`src/rtl/fetch_ctrl.sv`:
```
// fetch_ctrl: producer side of the instruction fetch buffer.
// Issues word-aligned read requests, collects in-order responses into a small
// skid FIFO and hands them to the fetch buffer as {ready, rdata, pc} beats.
// Redirects clear the buffer and drop any responses that were already in flight.
// Optional: define FETCH_PERF_EN to add the perf_fetch / perf_discard counters.
module fetch_ctrl #(
    parameter logic [31:0] START_ADDR = 32'h0000_0000,
    parameter int unsigned FIFO_DEPTH = 2
) (
    input  logic        clock,
    input  logic        reset,
    input  logic        redirect,
    input  logic [31:0] redirect_pc,
    input  logic        buf_stall,
    output logic        mem_req,
    output logic [31:0] mem_addr,
    input  logic        mem_gnt,
    input  logic        mem_rvalid,
    input  logic [31:0] mem_rdata,
    output logic        fb_ready,
    output logic [31:0] fb_rdata,
    output logic [31:0] fb_pc,
    output logic        fb_clear,
    output logic        fb_align
`ifdef FETCH_PERF_EN
    ,
    output logic [31:0] perf_fetch,
    output logic [31:0] perf_discard
`endif
);

    localparam int unsigned PTR_W      = $clog2(FIFO_DEPTH);
    localparam int unsigned CNT_W      = $clog2(FIFO_DEPTH + 1);
    localparam logic [31:0] START_WORD = START_ADDR & 32'hFFFF_FFFC;
    localparam logic [CNT_W:0] DEPTH_CNT = (CNT_W + 1)'(FIFO_DEPTH);

    typedef enum logic [1:0] {
        INIT  = 2'd0,
        RUN   = 2'd1,
        DRAIN = 2'd2
    } state_t;

    state_t state;
    state_t state_next;

    logic [31:0]      fetch_addr;
    logic [31:0]      rsp_pc;
    logic [31:0]      redirect_word;
    logic [CNT_W-1:0] outstanding;
    logic [CNT_W-1:0] outstanding_next;
    logic [CNT_W-1:0] discard;
    logic [CNT_W-1:0] fifo_cnt;
    logic [CNT_W:0]   in_flight;
    logic [PTR_W-1:0] rd_ptr;
    logic [PTR_W-1:0] wr_ptr;
    logic [31:0]      fifo_pc   [FIFO_DEPTH];
    logic [31:0]      fifo_data [FIFO_DEPTH];

    logic grant;
    logic rsp_valid;
    logic rsp_drop;
    logic rsp_push;
    logic pop;
    logic credit;

    assign redirect_word = redirect_pc & 32'hFFFF_FFFC;

    // A request is only issued while every response it could produce already
    // has a FIFO slot reserved, so the FIFO can never overflow.
    assign in_flight = {1'b0, outstanding} + {1'b0, fifo_cnt};
    assign credit    = in_flight < DEPTH_CNT;
    assign mem_req   = (state == RUN) & credit & ~fb_clear;
    assign grant     = mem_req & mem_gnt;

    // Address is only meaningful with mem_req; hold it at 0 otherwise so the
    // interface is quiet in reset and while idle.
    assign mem_addr  = mem_req ? fetch_addr : 32'h0;

    // A response with nothing outstanding is a protocol error and is ignored.
    assign rsp_valid = mem_rvalid & (outstanding != '0);
    assign rsp_drop  = rsp_valid & ((discard != '0) | redirect);
    assign rsp_push  = rsp_valid & ~rsp_drop;

    assign outstanding_next = outstanding + CNT_W'(grant) - CNT_W'(rsp_valid);

    // The beat shown during a redirect cycle is wiped by the following clear,
    // so the FIFO is flushed rather than popped.
    assign fb_ready = (fifo_cnt != '0) & ~buf_stall & ~fb_clear;
    assign pop      = fb_ready & ~redirect;
    assign fb_pc    = fb_ready ? fifo_pc[rd_ptr]   : 32'h0;
    assign fb_rdata = fb_ready ? fifo_data[rd_ptr] : 32'h0;

    // Next-state logic; a redirect overrides whatever the current state wants.
    always_comb begin
        // NOTE: every signal written here gets a default first, so no path
        // leaves it unassigned and no latch is inferred.
        state_next = state;
        unique case (state)
            INIT:    state_next = RUN;
            RUN:     state_next = RUN;
            DRAIN:   if (discard == '0) state_next = RUN;
            default: state_next = INIT;
        endcase
        if (redirect) begin
            state_next = (outstanding_next != '0) ? DRAIN : RUN;
        end
    end

    // State register.
    always_ff @(posedge clock or posedge reset) begin
        // NOTE: sequential state always uses non-blocking assignments so every
        // register samples the pre-edge values of the others.
        if (reset) begin
            state <= INIT;
        end else begin
            state <= state_next;
        end
    end

    // Fetch/response address, credit counters and the redirect clear pulse.
    always_ff @(posedge clock or posedge reset) begin
        if (reset) begin
            fetch_addr  <= START_WORD;
            rsp_pc      <= START_WORD;
            outstanding <= '0;
            discard     <= '0;
            fb_clear    <= 1'b0;
            fb_align    <= 1'b0;
        end else begin
            outstanding <= outstanding_next;
            fb_clear    <= redirect;
            fb_align    <= redirect & redirect_pc[1];
            if (redirect) begin
                fetch_addr <= redirect_word;
                rsp_pc     <= redirect_word;
                // Everything still in flight after this cycle belongs to the
                // old stream and must be dropped on return.
                discard    <= outstanding_next;
            end else begin
                if (grant) begin
                    fetch_addr <= fetch_addr + 32'd4;
                end
                if (rsp_push) begin
                    rsp_pc <= rsp_pc + 32'd4;
                end
                if (rsp_valid && (discard != '0)) begin
                    discard <= discard - CNT_W'(1);
                end
            end
        end
    end

    // Skid FIFO pointers and occupancy; a redirect empties it.
    always_ff @(posedge clock or posedge reset) begin
        if (reset) begin
            rd_ptr   <= '0;
            wr_ptr   <= '0;
            fifo_cnt <= '0;
        end else if (redirect) begin
            rd_ptr   <= '0;
            wr_ptr   <= '0;
            fifo_cnt <= '0;
        end else begin
            if (rsp_push) begin
                wr_ptr <= wr_ptr + PTR_W'(1);
            end
            if (pop) begin
                rd_ptr <= rd_ptr + PTR_W'(1);
            end
            fifo_cnt <= fifo_cnt + CNT_W'(rsp_push) - CNT_W'(pop);
        end
    end

    // Skid FIFO storage. When full, a simultaneous push overwrites the head
    // slot only at the edge, after the head has been read out this cycle.
    always_ff @(posedge clock) begin
        // NOTE: the storage array has no reset; its contents are never visible
        // unless fifo_cnt says the slot was written.
        if (rsp_push) begin
            fifo_pc[wr_ptr]   <= rsp_pc;
            fifo_data[wr_ptr] <= mem_rdata;
        end
    end

`ifdef FETCH_PERF_EN
    // Wrapping event counters; only reset clears them, redirects do not.
    always_ff @(posedge clock or posedge reset) begin
        if (reset) begin
            perf_fetch   <= 32'h0;
            perf_discard <= 32'h0;
        end else begin
            if (pop) begin
                perf_fetch <= perf_fetch + 32'd1;
            end
            if (rsp_drop) begin
                perf_discard <= perf_discard + 32'd1;
            end
        end
    end
`endif

endmodule

```
`config.mk`:
```
export PLATFORM = sky130hd
export DESIGN_NAME = fetch_ctrl
export DESIGN_NICKNAME = d
export VERILOG_FILES = /design/src/rtl/fetch_ctrl.sv
export SDC_FILE = /design/constraint.sdc
export NUM_CORES = 1
export LEC_CHECK = 0
export CORE_AREA = 2 2 165 118
export CTS_CLUSTER_DIAMETER = 150
export DETAILED_ROUTE_END_ITERATION = 8
export DIE_AREA = 0 0 167 120
export PLACE_DENSITY = 0.76
export SLEW_MARGIN = 40
export SYNTH_ARGS = -nofsm -noshare
export SYNTH_HDL_FRONTEND = slang
export SYNTH_SLANG_ARGS = --single-unit
export TNS_END_PERCENT = 100
```
`constraint.sdc`:
```
create_clock -name clock -period 10.8 [get_ports clock]
set_input_delay 1.62 -clock clock [delete_from_list [all_inputs] [get_ports clock]]
set_output_delay 1.62 -clock clock [all_outputs]
set_load 0.05 [all_outputs]
```
==> summary.txt <==
Global route
  • Initial antenna violation count: 0
  • Largest net degree at the start of global routing: 74
  • Number of global-route vias before repair: just over 6000
  • Gr usage total: 0.212
  • Gr ovfl total: 0
  • First-pass GRT wire length: ~33000 µm

Routing
  • Via/cell ratio: about 5.7
  • Post-route DRC: 0
  • WL/cell: between 15 and 20 µm
  • Total number of vias: about 6600
  • WL final: 20600 µm
  • Initial DRC count: 647
  • First drt pass iteration count: 5
  • Detail Route Antenna Nets: 0

Placed design
  • Placed cell count: 1123
  • GP Congestion: 0.828
  • Dpl cell area: 11000 µm²
  • Final HPWL DP: 13800 µm
  • Port bufs: ~160

Yosys
  • Post-Syn Instances: 759
  • Post-synth EDFFs: 124
  • Area of the mapped netlist: roughly 9100 µm²
  • Average size of a mapped cell: 12.0 µm²
  • Yosys cell types: 53
  • Synth warnings: 0
  • Post-synth ARST share: 0.367
  • Most used DFF post-synth: edfxtp_1
  • Flops & latches, synth: 196
  • Sequential fraction of the synthesis area: 0.607

Timing
  • Clock Skew: 0.00789 ns
  • FMAX: approximately 0.19 GHz
  • Max-slew headroom: 0.483
  • Final-report max-slew violation count: 0
  • Final period demand of the worst path: 5.33 ns
  • Final setup TNS: 0 ns
  • Worst-Margin Slew: approximately 0.78 ns
  • RSZ-0062 raised after global routing: false
  • Final setup viols: 0
  • Final worst-path cycle share: 0.494
  • Fin. Hold Viols: 0

Floorplan
  • Ports: 170
  • Die Span Y: 120 µm
  • CORE AREA: approximately 19000 µm²
  • Initial core utilization: 0.491
  • Cell Rows: 42
  • Die width: between 150 and 200 µm
  • Die Area: 20000 µm²

Final layout
  • Total Nets Final: 980
  • Design area: 11600 µm²
  • ANT cells: 0
  • Layout overhead on the synthesized area: 27.1%
  • Layout cells sized above 1: 0.0678
  • Util after Layout: 0.624
  • Cell Count, Final, Fillers Out: between 1000 and 1500

Setup path
  • Worst Path Required: 9.18 ns
  • CP Cell Sequence: clkdlybuf4s50_1 -> nor2_1 -> o21ai_4 -> buf_4 -> nor2_1 -> clkdlybuf4s50_1
  • Startpoint types: primary input
  • CP max-delay cell: clkdlybuf4s50_1
  • Crit-path max FO: 65
  • R2R cell count: 12
  • Worst R2R Setup Slack: 7.50 ns
  • Critical path type: in2out
  • Worst path max stage delay: 0.90 ns
  • Worst endpoint data arrival time: 3.71 ns
  • Crit path capture type: output port

Clock network
  • H-tree levels: 4
  • Max Root-Sink Buffers: 2
  • Clock latency on the worst-skew pair: 0.43 ns
  • Post-CTS Setup Inserts: 0
  • Clock slew seen by the registers of the worst setup and hold paths: 0.07 ns
  • CTS hold repair buffers: 0
  • CTS Sinks: 196
  • Root buf cell: clkbuf_16
  • Post-CTS sizing: 0
  • Total CTS buffers: 17
  • CTS tree: done

Power and ir drop
  • Peak VDD IR: around 0.00012 V
  • P_leak: 4.04 nW
  • PwrDens: around 170 nW/µm²

Min path
  • Worst Hold Depth: 0
  • Worst hold-check path type: reg2reg

Outcome
  • Status: completed

Run
  • # Max-Cap Violations: 0
[state kept, by name (all words and copies together), names as in the netlist]
signal       count
fb_clear         1
rsp_pc          30
state            2
outstanding      2
fb_align         1
fifo_pc         60
fetch_addr      30
fifo_data       64
rd_ptr           1
wr_ptr           1
fifo_cnt         2
discard          2
[per-layer routing]
layer,global-route usage,part of all wire,up-vias
li1,-,-,3143
met1,0.331,0.50,3216
met2,0.296,0.43,242
met3,0.0531,0.069,9
met4,0.0474,0.0069,0
met5,0,0,-
[final cells by class]
| cell class | count | area [µm²] |
|---|---|---|
| inverters | 19 | 71.3 |
| clock inverters | 14 | 159 |
| flip-flops and latches | 196 | 5530 |
| fillers | 1458 | 6980 |
| multi-input cells | 493 | 3320 |
| well taps | 242 | 303 |
| clock buffers | 18 | 429 |
| repair buffers | 175 | 1760 |
[final timing paths]
kind                                startpoint        endpoint
worst max-delay path                 buf_stall       fb_pc[12]
worst min-delay path                rsp_pc[31]  fifo_pc[0][31]
worst max register to register  outstanding[0]        state[1]
worst min register to register      rsp_pc[31]  fifo_pc[0][31]
max in group asynchronous                reset          rd_ptr
min in group asynchronous                reset      discard[1]
[cell families (layout without fill, tap and decap cells)]
logic type | Yosys count | count (layout) | share of synthesized area
and+or+nand+nor | 280 | 280 | 0.163
DFF | 196 | 196 | 0.607
AOI/OAI and AO/OA | 106 | 106 | 0.0805
muxes | 76 | 76 | 0.0851
buffers and inverters | 73 | 226 | 0.0335
xor gates and xnor gates | 19 | 19 | 0.0183
adders and majority gates | 8 | 8 | 0.0118
other | 1 | 4 | 0.000412
[worst max-delay path: cells and delay by family]
| kind | cells | cell delay, ns |
|---|---|---|
| buf+inv | 3 | 1.63 |
| simple gates | 2 | 0.37 |
| compound gates | 1 | 0.07 |
[cells in the final DEF, fill, tap and decap left out, types with 15 or more instances in the layout]
master / instances
o31ai_1: 17
xnor2_1: 15
nor2_1: 97
nand3_1: 19
dfrtp_1: 70
a31oi_1: 29
o21ai_0: 22
clkbuf_16: 17
or4_1: 21
clkdlybuf4s50_1: 164
nand4_1: 23
nand2_1: 22
mux2i_1: 65
and3_1: 35
edfxtp_1: 124
inv_1: 17
[Yosys cell counts, types with 5 or more instances]
master / instances / area (µm²)
edfxtp_1: 124 / 3720
nor2_1: 99 / 372
dfrtp_1: 72 / 1800
mux2i_1: 65 / 651
clkbuf_1: 44 / 165
and3_1: 35 / 219
a31oi_1: 29 / 181
nand4_1: 23 / 144
o21ai_0: 23 / 115
nand2_1: 22 / 82.6
or4_1: 21 / 158
inv_1: 19 / 71.3
nand3_1: 19 / 95.1
o31ai_1: 17 / 128
xnor2_1: 15 / 131
or3_1: 14 / 87.6
and4_1: 11 / 96.3
mux2_2: 11 / 124
nor3_1: 9 / 45.0
o31a_1: 8 / 70.1
ha_1: 7 / 87.6
nor4_1: 7 / 43.8
a211oi_1: 6 / 45.0
and2_1: 5 / 31.3
o311a_1: 5 / 50.1
[where the power goes]
group	internal, mW	leakage [nW]	switching, mW
clock network	0.363	0.289	0.269
registers	0.878	1.95	0.0807
logic	0.167	1.80	0.252
[per-stage QoR]
step	power (mW)	setup slack, ns	hold WS [ns]
floorplan	1.24	5.15	0.464
global placement	1.38	5.49	0.505
detailed placement	1.39	5.46	0.518
CTS	2.02	5.46	0.542
global route	2.10	5.36	0.551
finish	2.01	5.47	0.546
(Power assumes the default switching activity.)
